<file path="src/rtl/seg_pkg.sv">
// Shared glyph constants for the seven-segment decoder.
// Segment vectors are active-low, packed as {g, f, e, d, c, b, a}.
package seg_pkg;

    // Glyph codes beyond the hex range that carry meaning
    localparam logic [4:0] CODE_BLANK = 5'd16;
    localparam logic [4:0] CODE_DASH  = 5'd17;

    // Non-digit glyphs
    localparam logic [6:0] SEG_BLANK = 7'b1111111;
    localparam logic [6:0] SEG_DASH  = 7'b0111111;

    // Hex digit glyphs (lower-case b and d keep them distinct from 8 and 0)
    localparam logic [6:0] SEG_0 = 7'b1000000;
    localparam logic [6:0] SEG_1 = 7'b1111001;
    localparam logic [6:0] SEG_2 = 7'b0100100;
    localparam logic [6:0] SEG_3 = 7'b0110000;
    localparam logic [6:0] SEG_4 = 7'b0011001;
    localparam logic [6:0] SEG_5 = 7'b0010010;
    localparam logic [6:0] SEG_6 = 7'b0000010;
    localparam logic [6:0] SEG_7 = 7'b1111000;
    localparam logic [6:0] SEG_8 = 7'b0000000;
    localparam logic [6:0] SEG_9 = 7'b0010000;
    localparam logic [6:0] SEG_A = 7'b0001000;
    localparam logic [6:0] SEG_B = 7'b0000011;
    localparam logic [6:0] SEG_C = 7'b1000110;
    localparam logic [6:0] SEG_D = 7'b0100001;
    localparam logic [6:0] SEG_E = 7'b0000110;
    localparam logic [6:0] SEG_F = 7'b0001110;

endpackage : seg_pkg

</file>
<file path="src/rtl/seg_glyph_lut.sv">
// Combinational glyph lookup: 5-bit code to active-low segment pattern.
// Codes 0-15 show hex digits, 17 shows a dash, everything else is blank.
module seg_glyph_lut
    import seg_pkg::*;
(
    input  logic [4:0] bin_in,
    output logic [6:0] seg_out
);

    // Decode the code to its glyph; blank is the fallback for unused codes
    always_comb begin
        // NOTE: assigning a default before the case guarantees seg_out is
        // driven on every path, so no latch can be inferred.
        seg_out = SEG_BLANK;
        case (bin_in)
            5'd0:       seg_out = SEG_0;
            5'd1:       seg_out = SEG_1;
            5'd2:       seg_out = SEG_2;
            5'd3:       seg_out = SEG_3;
            5'd4:       seg_out = SEG_4;
            5'd5:       seg_out = SEG_5;
            5'd6:       seg_out = SEG_6;
            5'd7:       seg_out = SEG_7;
            5'd8:       seg_out = SEG_8;
            5'd9:       seg_out = SEG_9;
            5'd10:      seg_out = SEG_A;
            5'd11:      seg_out = SEG_B;
            5'd12:      seg_out = SEG_C;
            5'd13:      seg_out = SEG_D;
            5'd14:      seg_out = SEG_E;
            5'd15:      seg_out = SEG_F;
            CODE_BLANK: seg_out = SEG_BLANK;
            CODE_DASH:  seg_out = SEG_DASH;
            default:    seg_out = SEG_BLANK;
        endcase
    end

endmodule : seg_glyph_lut

</file>
<file path="src/rtl/seg_decode_clk_div.sv">
// Programmable clock divider plus seven-segment glyph decoder.
// divided_clk is a registered data signal toggled in the clk domain; it is
// never used as a clock inside this block. The decoder is independent of
// the divider and of reset.
module seg_decode_clk_div
    import seg_pkg::*;
#(
    parameter int CNT_W = 16
) (
    input  logic             clk,
    input  logic             rst,
    input  logic [CNT_W-1:0] div_max,
    output logic             divided_clk,
    output logic             div_tick,
    input  logic [4:0]       bin_in,
    output logic [6:0]       seg_out
);

    logic [CNT_W-1:0] cnt_q, cnt_d;
    logic             dclk_q, dclk_d;
    logic             tick_q, tick_d;
    logic             at_term;

    // Next-state: wrap and toggle once the count reaches or passes div_max.
    // Using >= rather than == lets a lowered div_max take effect on the very
    // next compare instead of letting the counter run around the full range.
    always_comb begin
        at_term = (cnt_q >= div_max);
        cnt_d   = cnt_q + CNT_W'(1);
        dclk_d  = dclk_q;
        tick_d  = 1'b0;
        if (at_term) begin
            cnt_d  = '0;
            dclk_d = ~dclk_q;
            tick_d = 1'b1;
        end
    end

    // Divider state registers; reset wins over a terminal-count toggle
    always_ff @(posedge clk) begin
        // NOTE: sequential state uses non-blocking assignments so every
        // register samples pre-edge values, independent of statement order.
        if (rst) begin
            cnt_q  <= '0;
            dclk_q <= 1'b0;
            tick_q <= 1'b0;
        end else begin
            cnt_q  <= cnt_d;
            dclk_q <= dclk_d;
            tick_q <= tick_d;
        end
    end

    assign divided_clk = dclk_q;
    assign div_tick    = tick_q;

    seg_glyph_lut u_glyph_lut (
        .bin_in  (bin_in),
        .seg_out (seg_out)
    );

endmodule : seg_decode_clk_div

</file>
<file path="config.mk">
export PLATFORM = sky130hd
export DESIGN_NAME = seg_decode_clk_div
export DESIGN_NICKNAME = d
export VERILOG_FILES = /design/src/rtl/seg_pkg.sv /design/src/rtl/seg_glyph_lut.sv /design/src/rtl/seg_decode_clk_div.sv
export SDC_FILE = /design/constraint.sdc
export NUM_CORES = 1
export LEC_CHECK = 0
export CORE_MARGIN = 2
export CORE_UTILIZATION = 50
export CTS_BUF_LIST = sky130_fd_sc_hd__clkbuf_8
export DETAILED_ROUTE_END_ITERATION = 8
export GPL_TIMING_DRIVEN = 0
export PLACE_DENSITY = 0.82
export SLEW_MARGIN = 0
export SYNTH_ARGS = -nofsm -noshare
export SYNTH_HDL_FRONTEND = slang
export SYNTH_SLANG_ARGS = --single-unit
</file>
<file path="constraint.sdc">
create_clock -name clk -period 2.39 [get_ports clk]
set_clock_uncertainty 0.15 [all_clocks]
set_input_delay 0.478 -clock clk [delete_from_list [all_inputs] [get_ports clk]]
set_output_delay 0.478 -clock clk [all_outputs]
set_load 0.03 [all_outputs]
</file>
==> flow_summary.toml <==
[outcome]
status = "finished, violations left"
violations = "negative setup slack"

[sta]
setup_viol = 1
post-route-period-util_pct = 101
finalCriticalPeriod_ns = 2.41
holdWs_ns = 0.349
clock.fmax_mhz = 415
tightest_slew_ns = 0.340
drv_slew = 0
maxSlewHeadroom_pct = 77.3
fin_ws_ns = -0.0196
rsz0062_at_grt = "true"
hold_viol = 0

[cts]
numCtsBuffers = 3
clock_path_buffers = 2
cts-htree-levels = 1
root_buffer = "clkbuf_8"
cts_tree = "done"
clk_pin_slew_ns = 0.07
clock-sinks = 18
clock_latency_ns = 0.26

[setup_path]
rrSetupSlack_ns = 0.28
setup.worst_path.class = "input port to flop"
cp.arrival_ns = 2.41
critical_path.endpoint_type = "flop"
r2r_start = "cnt_q[0]$_SDFF_PP0_"
reg2reg_depth = 7
cp_slowest_cell = "clkdlybuf4s50_1"
path_cells = "clkdlybuf4s50_1 -> inv_1 -> ha_4 -> a21oi_1 -> o21ai_1 -> a221oi_4 -> and3_4 -> mux2_4"
cp_num_buf_inv = 2
critPathRequiredTime_ns = 2.39
crit_family = "compound AO/OA/AOI/OAI gates"
crit_path_start_kind = "input port"
crit-reg2reg-capture = "divided_clk$_SDFFE_PP0P_"
cpPeakStageDelay_ns = 0.48
cp.depth = 8
cp-endpoint = "divided_clk$_SDFFE_PP0P_"
startpoint = "div_max[11]"
crit_fanout = 3

[logic_synthesis]
synthMuxAreaShare_pct = 1.07
synth_xor_xnor_area_share_pct = 8.77
synth_adder_area_share_pct = 20.6
synth_top_family_by_area = "simple AND/OR/NAND/NOR gates"
synth_fp_nets = 218
synth_compound_area_share_pct = 12.6
ys_types = 30
avgSynthCellArea_sq_um = 8.13
ys_seq_elements = 18
synthCells = 172
syn_area_sq_um = 1400
ys_seq_area_share_pct = 25.8
synth-simple-area-share_pct = 23.9
synth_warnings = 0

[cells_and_area]
fin_area_sq_um = 1880
antenna_cells = 0
area_growth_pct = 34.2
drive_gt1_share_pct = 15.9
final_net_count = 254

[detailed_routing]
postRouteAntennaNets = 0
drc = 0
via_count = 1334
dr.pass1.iters = 4
drt-vias-per-instance = 5.61
wire_per_inst_microns = 13.5
drt_wl_total_mm = 3.22
drt_iter0_markers = 65

[job]
maxCapViolCount = 0

[placed_design]
postPlaceCellArea_sq_um = 1740
pre_cts_slack_ns = -0.850
gp_congestion = 0.827
portBuffers = 30
hpwl_mm = 2.37

[floorplan]
core_sq_um = 2710
start_util_pct = 51.6
die_w_microns = 56.9
die_area_sq_um = 3230
num_io_pins = 32
row_count = 19
die_h_microns = 56.9

[global_route]
grt_pass1_vias = 1310
grt_pass1_wl_mm = 5.31
grt_max_degree = 11
grt_use_total_pct = 20.9
grt_overflow = 0
antenna_found_initial = 0

[power]
p_sw_uw = 201
p_clk_share_pct = 34.8
p_leak_uw = 0.000871
ir_worst_vdd_mv = 0.425
seqPwrFrac_pct = 42.4
p_int_uw = 532
powerDensity_nw_per_um2 = 391
comb_power_share_pct = 22.8
p_sw_share_pct = 27.4

[worst_hold_path]
hold_class = "flop to flop"
hp-start = "cnt_q[0]$_SDFF_PP0_"
## logic make-up (layout without fill, tap and decap cells)
logic type | count (synthesis) | after routing
compound gates | 26 | 26
mux | 1 | 1
flops | 18 | 18
xor+xnor | 14 | 14
buf+inv | 26 | 61
fa+ha+maj | 23 | 23
simple gates | 64 | 64
## per-stage QoR
step / power, uW / util, % / TNS [ns] / cells
floorplan: 404 / - / 0 / 172
global placement: 469 / 64.1 / -7.51 / 233
detailed placement: 478 / 64.1 / -9.52 / 233
CTS: 731 / 68.4 / 0 / 237
global route: 768 / 69.2 / -0.0956 / 238
finish: 734 / 69.2 / -0.0196 / 238
## layer usage
layer	track usage [%]	wire, microns	up-vias
met2	40.0	1660	52
li1	-	-	661
met4	10.3	92	0
met3	4.38	157	13
met1	21.0	1310	608
met5	0	0	-
## repair_timing
item	CTS	global route
endpoints found under the setup margin	18	16
setup buffers	0	1
resized for setup	58	11
pin swaps	5	2
hold buffers	0	0
## placed cells by master, fill, tap and decap left out, types with 2 or more instances in the layout
cell type and count:
clkbuf_1 2, nand4_1 4, dfxtp_1 18, clkdlybuf4s50_1 19, xor2_1 12, ha_1 18
a31oi_1 2, xnor2_1 2, nor2_1 25, clkbuf_8 6, dlygate4sd2_1 2, and3_1 4
a211oi_1 2, inv_2 2, and4_1 3, buf_2 7, nand3_1 8, nand2_1 9
nor2b_1 3, inv_1 19, a21oi_1 6, buf_4 2, and4_4 2, o21ai_1 2
ha_4 5, a211o_1 5, o21ai_0 4
## registers in the layout (all words and copies together), names as in the netlist
name,flops
cnt_q,16
div_tick,1
divided_clk,1
## how the worst min path moves through the flow
stage / depth (start not counted) / slack, ns / end
6_report: 1 / 0.35 / cnt_q[0]$_SDFF_PP0_
5_1_grt: 1 / 0.39 / cnt_q[0]$_SDFF_PP0_
4_1_cts: 1 / 0.35 / cnt_q[0]$_SDFF_PP0_
3_5_place_dp: 1 / 0.33 / cnt_q[0]$_SDFF_PP0_
3_3_place_gp: 1 / 0.32 / cnt_q[0]$_SDFF_PP0_
2_1_floorplan: 1 / 0.30 / cnt_q[0]$_SDFF_PP0_
## worst register-to-register path: stages, from the launching register on
cell,delay (ns)
dfxtp_1,0.42
inv_1,0.06
ha_1,0.26
and3_1,0.13
o21ai_1,0.06
a311o_1,0.40
and3_4,0.21
mux2_4,0.29
## cell type report
| class | instances | area [sq um] |
|---|---|---|
| multi-input cells | 128 | 1030 |
| fillers | 221 | 835 |
| flip-flops and latches | 18 | 360 |
| repair buffers | 31 | 269 |
| inverters | 21 | 78.8 |
| clock buffers | 4 | 55.1 |
| plain buffers | 5 | 46.3 |
| well taps | 31 | 38.8 |
## power groups by stage
stage	Combinational [uW]	Clock (uW)	Sequential (uW)
floorplan	88.3	0	316
global placement	152	0	317
detailed placement	160	0	318
CTS	163	257	311
global route	184	272	312
finish	167	255	311
## synth_stat cells
library cell,n,area [sq um]
o21a_1,1,7.51
nor2b_1,4,25.0
nand2_2,1,6.26
and2_1,1,6.26
nor2_1,25,93.8
nand3_1,8,40.0
a221oi_2,1,15.0
and4_1,4,35.0
inv_1,21,78.8
nand4_1,4,25.0
a21oi_1,7,35.0
dfxtp_1,18,360
o211ai_1,1,7.51
and3_1,4,25.0
clkbuf_1,4,15.0
a211oi_1,2,15.0
buf_4,1,7.51
and3_4,1,11.3
o21ai_0,6,30.0
ha_1,23,288
xor2_1,12,105
xnor2_1,2,17.5
a31oi_1,2,12.5
and4_4,1,11.3
nand2_1,9,33.8
nand2b_1,1,6.26
nand4b_2,1,15.0
a311o_1,1,10.0
a211o_1,5,43.8
mux2_4,1,15.0
Note: power is estimated with default switching activity, not from simulation.
